`config.mk`:
```
export PLATFORM = sky130hd
export DESIGN_NAME = bird_frame_controller
export DESIGN_NICKNAME = d
export VERILOG_FILES = /design/src/rtl/bird_frame_controller.sv
export SDC_FILE = /design/constraint.sdc
export NUM_CORES = 1
export LEC_CHECK = 0
export BUFFER_PORTS_ARGS = -buffer_cell sky130_fd_sc_hd__buf_2
export CAP_MARGIN = 20
export CELL_PAD_IN_SITES_DETAIL_PLACEMENT = 1
export CELL_PAD_IN_SITES_GLOBAL_PLACEMENT = 1
export CORE_MARGIN = 2
export CORE_UTILIZATION = 46
export DETAILED_ROUTE_END_ITERATION = 10
export GPL_TIMING_DRIVEN = 0
export PLACE_DENSITY = 0.83
export SKIP_LAST_GASP = 1
export SYNTH_ARGS = -nofsm -noshare
export SYNTH_HDL_FRONTEND = slang
export SYNTH_SLANG_ARGS = --single-unit
```
`constraint.sdc`:
```
create_clock -name clk -period 4 [get_ports clk]
set_input_delay 0.6 -clock clk [delete_from_list [all_inputs] [get_ports clk]]
set_output_delay 0.6 -clock clk [all_outputs]
set_load 0.02 [all_outputs]
```
`src/rtl/bird_frame_controller.sv`:
```
// Per-frame bird physics and erase/draw pass sequencing for the pixel datapath.
// Game over latches on a collision or when the bird reaches the ground row.
module bird_frame_controller #(
  parameter int FRAME_TICKS = 833333,
  parameter int BIRD_X      = 78,
  parameter int Y_START     = 58,
  parameter int Y_MAX       = 116,
  parameter int FLAP_VEL    = 4,
  parameter int GRAVITY     = 1,
  parameter int MAX_FALL    = 3
) (
  input  logic       clk,
  input  logic       resetLow,
  input  logic       flap,
  input  logic       finishedPrintingSignal,
  input  logic       collisionHappened,
  output logic [7:0] xBird,
  output logic [6:0] yBird,
  output logic       loadDatapath,
  output logic       oldOrCurrent,
  output logic       plotEnable,
  output logic       gameOver
);

  localparam int CW = $clog2(FRAME_TICKS);

  typedef enum logic [2:0] {
    IDLE, LOAD_ERASE, ERASE, UPDATE, LOAD_DRAW, DRAW, WAIT_FRAME, GAME_OVER
  } stateT;

  stateT             state;
  logic [CW-1:0]     frameCount;
  logic              frameWrap;
  logic              framePending;
  logic              flapPrev;
  logic              flapPending;
  logic              flapEdge;
  logic              passFirst;
  logic signed [4:0] vel;
  logic signed [5:0] velGrav;
  logic signed [4:0] velNext;
  logic signed [8:0] ySum;
  logic [6:0]        yNext;

  assign frameWrap = (frameCount == CW'(FRAME_TICKS - 1));
  assign flapEdge  = flap & ~flapPrev;

  always_ff @(posedge clk or negedge resetLow) begin
    if (!resetLow) begin
      frameCount <= '0;
    end else if (frameWrap) begin
      frameCount <= '0;
    end else begin
      frameCount <= frameCount + 1'b1;
    end
  end

  // Velocity first, then position from the new velocity, clamped to the playfield.
  always_comb begin
    velGrav = 6'(vel) + 6'(GRAVITY);
    velNext = '0;
    yNext   = '0;
    if (flapPending) begin
      velNext = 5'(-FLAP_VEL);
    end else if (velGrav > 6'(MAX_FALL)) begin
      velNext = 5'(MAX_FALL);
    end else begin
      velNext = velGrav[4:0];
    end
    ySum = $signed({2'b00, yBird}) + 9'(velNext);
    if (ySum < 9'sd0) begin
      yNext = '0;
    end else if (ySum >= 9'(Y_MAX)) begin
      yNext = 7'(Y_MAX);
    end else begin
      yNext = ySum[6:0];
    end
  end

  always_ff @(posedge clk or negedge resetLow) begin
    if (!resetLow) begin
      state        <= IDLE;
      xBird        <= 8'(BIRD_X);
      yBird        <= 7'(Y_START);
      vel          <= '0;
      framePending <= 1'b0;
      flapPrev     <= 1'b0;
      flapPending  <= 1'b0;
      passFirst    <= 1'b0;
      loadDatapath <= 1'b0;
      oldOrCurrent <= 1'b0;
      plotEnable   <= 1'b0;
      gameOver     <= 1'b0;
    end else begin
      flapPrev     <= flap;
      loadDatapath <= 1'b0;
      case (state)
        IDLE: begin
          if (flapEdge) begin
            state        <= LOAD_ERASE;
            loadDatapath <= 1'b1;
            oldOrCurrent <= 1'b0;
          end
        end
        LOAD_ERASE: begin
          state      <= ERASE;
          plotEnable <= 1'b1;
          passFirst  <= 1'b1;
        end
        ERASE: begin
          passFirst <= 1'b0;
          if (!passFirst && finishedPrintingSignal) begin
            plotEnable <= 1'b0;
            state      <= UPDATE;
          end
        end
        UPDATE: begin
          vel         <= velNext;
          yBird       <= yNext;
          flapPending <= 1'b0;
          if (yNext == 7'(Y_MAX) || collisionHappened) begin
            state    <= GAME_OVER;
            gameOver <= 1'b1;
          end else begin
            state        <= LOAD_DRAW;
            loadDatapath <= 1'b1;
            oldOrCurrent <= 1'b1;
          end
        end
        LOAD_DRAW: begin
          state      <= DRAW;
          plotEnable <= 1'b1;
          passFirst  <= 1'b1;
        end
        DRAW: begin
          passFirst <= 1'b0;
          if (!passFirst && finishedPrintingSignal) begin
            plotEnable <= 1'b0;
            if (collisionHappened) begin
              state    <= GAME_OVER;
              gameOver <= 1'b1;
            end else begin
              state <= WAIT_FRAME;
            end
          end
        end
        WAIT_FRAME: begin
          if (framePending) begin
            framePending <= 1'b0;
            state        <= LOAD_ERASE;
            loadDatapath <= 1'b1;
            oldOrCurrent <= 1'b0;
          end
        end
        GAME_OVER: begin
          gameOver   <= 1'b1;
          plotEnable <= 1'b0;
        end
        default: state <= IDLE;
      endcase
      // Placed after the case so a set in the same cycle overrides any clear above.
      if (frameWrap) framePending <= 1'b1;
      if (flapEdge && state != GAME_OVER) flapPending <= 1'b1;
    end
  end

endmodule

```
==> results.py <==
metrics = {
    "outcome": {
        "outcome": "complete, no violations",
    },
    "sta": {
        "fmax_mhz": 278,
        "tightest_slew_ns": 0.957,
        "finalCriticalPeriod_ns": 3.60,
        "setup-violations-final": 0,
        "period_share_pct": 90.0,
        "slew_headroom_pct": 36.2,
        "hold_viol": 0,
        "grt_setup_unrepaired": "no",
        "fin_skew_ns": 0.00390,
        "finalSetupTns_ns": 0,
        "slew_viol_final": 0,
    },
    "global_routing": {
        "globalRoute.totalOverflow": 0,
        "antenna_found_initial": 0,
        "gr-usage-all-layers_pct": 21.5,
        "grt_max_degree": 44,
        "grt_first_pass_wirelength_um": 11200,
        "grt_pass1_vias": 2403,
    },
    "hold_path": {
        "hp-class": "input pin to flop",
    },
    "final_layout": {
        "n_antenna_cell": 0,
        "fill_cells": 709,
        "ff_latch_area_mm2": 0.00108,
        "drive_gt1_share_pct": 14.1,
        "syn2layout_area_growth_pct": 11.2,
        "multi_input_area_mm2": 0.00159,
        "instances_no_fill": 416,
        "final_nets": 359,
    },
    "job": {
        "drv_cap": 0,
    },
    "setup_path": {
        "crit_required_ns": 4.16,
        "path_class": "flop to flop",
        "start_kind": "flop",
        "endpoint_kind": "flop",
        "worstPathMaxFanout": 8,
        "cp.arrival_ns": 3.76,
    },
    "synthesis": {
        "synth.avg_cell_area_um2": 8.83,
        "ys_seq_elements": 43,
        "netlist_area_mm2": 0.00275,
        "synth_edf_count": 0,
        "synth-async-reset-ratio_pct": 100,
        "ys_types": 49,
        "ys_warn_count": 8,
        "ys.flop_type": "dfrtp_1",
        "ys_seq_area_share_pct": 39.4,
        "synthCells": 311,
    },
    "clocking": {
        "clk_latency_ns": 0.28,
        "numCtsBuffers": 5,
        "clock_path_buffers": 2,
        "clkTransAtPathRegs_ns": 0.08,
        "clock_sinks": 43,
        "cts-root-buf": "clkbuf_8",
        "postCtsHoldBufs": 0,
        "htree_levels": 2,
        "cts_tree": "built",
    },
    "floorplan": {
        "die_w_um": 81.3,
        "core_area_mm2": 0.00585,
        "die_h_um": 81.3,
        "ios": 24,
        "start_util_pct": 46.9,
        "rows": 28,
        "floorplan.die_area_mm2": 0.00660,
    },
    "route": {
        "drc_errors": 0,
        "via_per_inst": 5.63,
        "drt_iter0_markers": 82,
        "vias": 2342,
        "dr.pass1.iters": 4,
        "detail-route-antenna-nets": 0,
        "drt_wl_total_um": 6410,
        "wire_per_inst_um": 15.4,
    },
    "power": {
        "power_per_cell_area_mw_per_mm2": 839,
        "ir_drop_v": 0.000411,
        "leakagePower_uw": 0.00136,
    },
    "placement": {
        "dp.cells": 408,
        "dp.final_hpwl_um": 4780,
        "gp_congestion": 0.833,
        "port_buffers": 15,
    },
}
## flip-flops by register name, summed over array words and instances, names as in the netlist
signal,count
flapPending,1
flapPrev,1
frameCount,20
framePending,1
gameOver,1
loadDatapath,1
oldOrCurrent,1
passFirst,1
plotEnable,1
state,3
vel,5
yBird,7
## metrics by stage
step                hold slack [ns]  setup WS (ns)  util, %  cell area [µm²]  power, µW
CTS                           0.426         0.0337     51.7             3020       2510
detailed placement            0.487         0.0721     50.3             2940       2230
floorplan                     0.304          0.807        -             2770       1830
finish                        0.431          0.399     52.2             3050       2560
global placement              0.462          0.144     50.3             2940       2150
global route                  0.422         0.0576     52.2             3050       2810
## worst paths after layout
path                                             to  slack (ns)  depth (start not counted)            startpoint
setup / recovery           oldOrCurrent$_DFFE_PN0P_        0.40                         13    vel[0]$_DFFE_PN0P_
hold / removal                   flapPrev$_DFF_PN0_        0.43                          1                  flap
max in group asynchronous        vel[1]$_DFFE_PN0P_        2.88                          1              resetLow
setup reg to reg           oldOrCurrent$_DFFE_PN0P_        0.40                         13    vel[0]$_DFFE_PN0P_
min in group asynchronous   frameCount[2]$_DFF_PN0_        0.46                          1              resetLow
hold reg to reg                yBird[5]$_DFFE_PN1P_        0.50                          2  yBird[5]$_DFFE_PN1P_
## synthesized netlist by cell type, drive strengths merged, types with 2 or more instances
library cell / number / area (µm²)
dfrtp: 39 / 976
nand2: 33 / 124
nor2: 27 / 101
a21oi: 22 / 110
o21ai: 18 / 90.1
ha: 13 / 163
xnor2: 12 / 105
inv: 10 / 37.5
nand3: 10 / 50.1
nor3: 10 / 50.1
xor2: 10 / 87.6
buf: 9 / 65.1
and3: 7 / 43.8
clkbuf: 7 / 26.3
nor2b: 6 / 37.5
o31ai: 6 / 45.0
or3: 6 / 37.5
a21o: 5 / 37.5
nand2b: 5 / 31.3
nand4: 5 / 31.3
dfstp: 4 / 105
mux2: 4 / 45.0
a211oi: 3 / 22.5
a22o: 3 / 26.3
a31oi: 3 / 18.8
and2: 3 / 18.8
nor3b: 3 / 22.5
o21a: 3 / 22.5
a2111oi: 2 / 17.5
nand3b: 2 / 15.0
nor4: 2 / 18.8
o211ai: 2 / 15.0
o22ai: 2 / 12.5
or2: 2 / 12.5
## kinds of logic after synthesis
group / after synthesis / synth area share [%]
flops: 43 / 39.4
xor+xnor: 22 / 7.02
mux: 4 / 1.64
other cells: 1 / 0.137
simple gates: 123 / 22.3
fa+ha+maj: 14 / 6.65
compound gates: 78 / 18.2
buf+inv: 26 / 4.69
## where the power goes
| group | total, µW | leakage [µW] | switching (µW) | internal [µW] |
|---|---|---|---|---|
| clock | 265 | 0.0000422 | 143 | 123 |
| combinational | 1640 | 0.000786 | 1020 | 625 |
| sequential | 654 | 0.000531 | 107 | 547 |
| total | 2560 | 0.00136 | 1270 | 1290 |
## repair_timing
action,CTS,global route
setup endpoints to repair,0,8
resized for setup,0,7
setup buffers,0,0
## worst max-delay path, stage by stage (launching register included)
cell	delay, ns
dfrtp_2	0.44
ha_1	0.23
a21oi_1	0.05
o21ai_0	0.13
nor2b_2	0.28
inv_1	0.19
ha_1	0.40
and3_1	0.20
a2111o_1	0.48
xor2_1	0.27
and2_1	0.20
nor3b_2	0.33
o21a_1	0.18
o31ai_1	0.06
## placed cells by master, fill, tap and decap left out, drive strengths merged, types with 6 or more instances in the layout
master  Yosys  routed
ha         13      13
o31ai       6       6
nor3       10      10
nand2      33      33
inv        10      10
conb        1       8
clkbuf      7      14
nand3      10      10
buf         9      24
xor2       10      10
dfrtp      39      39
and3        7       7
xnor2      12      12
a21oi      22      22
or3         6       6
nor2       27      27
o21ai      18      18
nor2b       6       6
## routing by layer
| layer | track usage [%] | part of all wire (%) | vias to the layer above |
|---|---|---|---|
| li1 | - | - | 1146 |
| met1 | 29.5 | 48 | 1164 |
| met2 | 36.0 | 49 | 30 |
| met3 | 3.11 | 2.2 | 2 |
| met4 | 4.41 | 0.30 | 0 |
| met5 | 0 | 0 | - |
## area by class of cell
type	count	share of cell area (%)
plain buffers	16	2.99
clock buffers	7	2.50
clock inverters	1	0.164
inverters	10	1.23
multi-input cells	249	52.1
flip-flops and latches	43	35.5
well taps	75	3.07
repair buffers	15	2.46
Note: power is estimated with default switching activity, not from simulation.
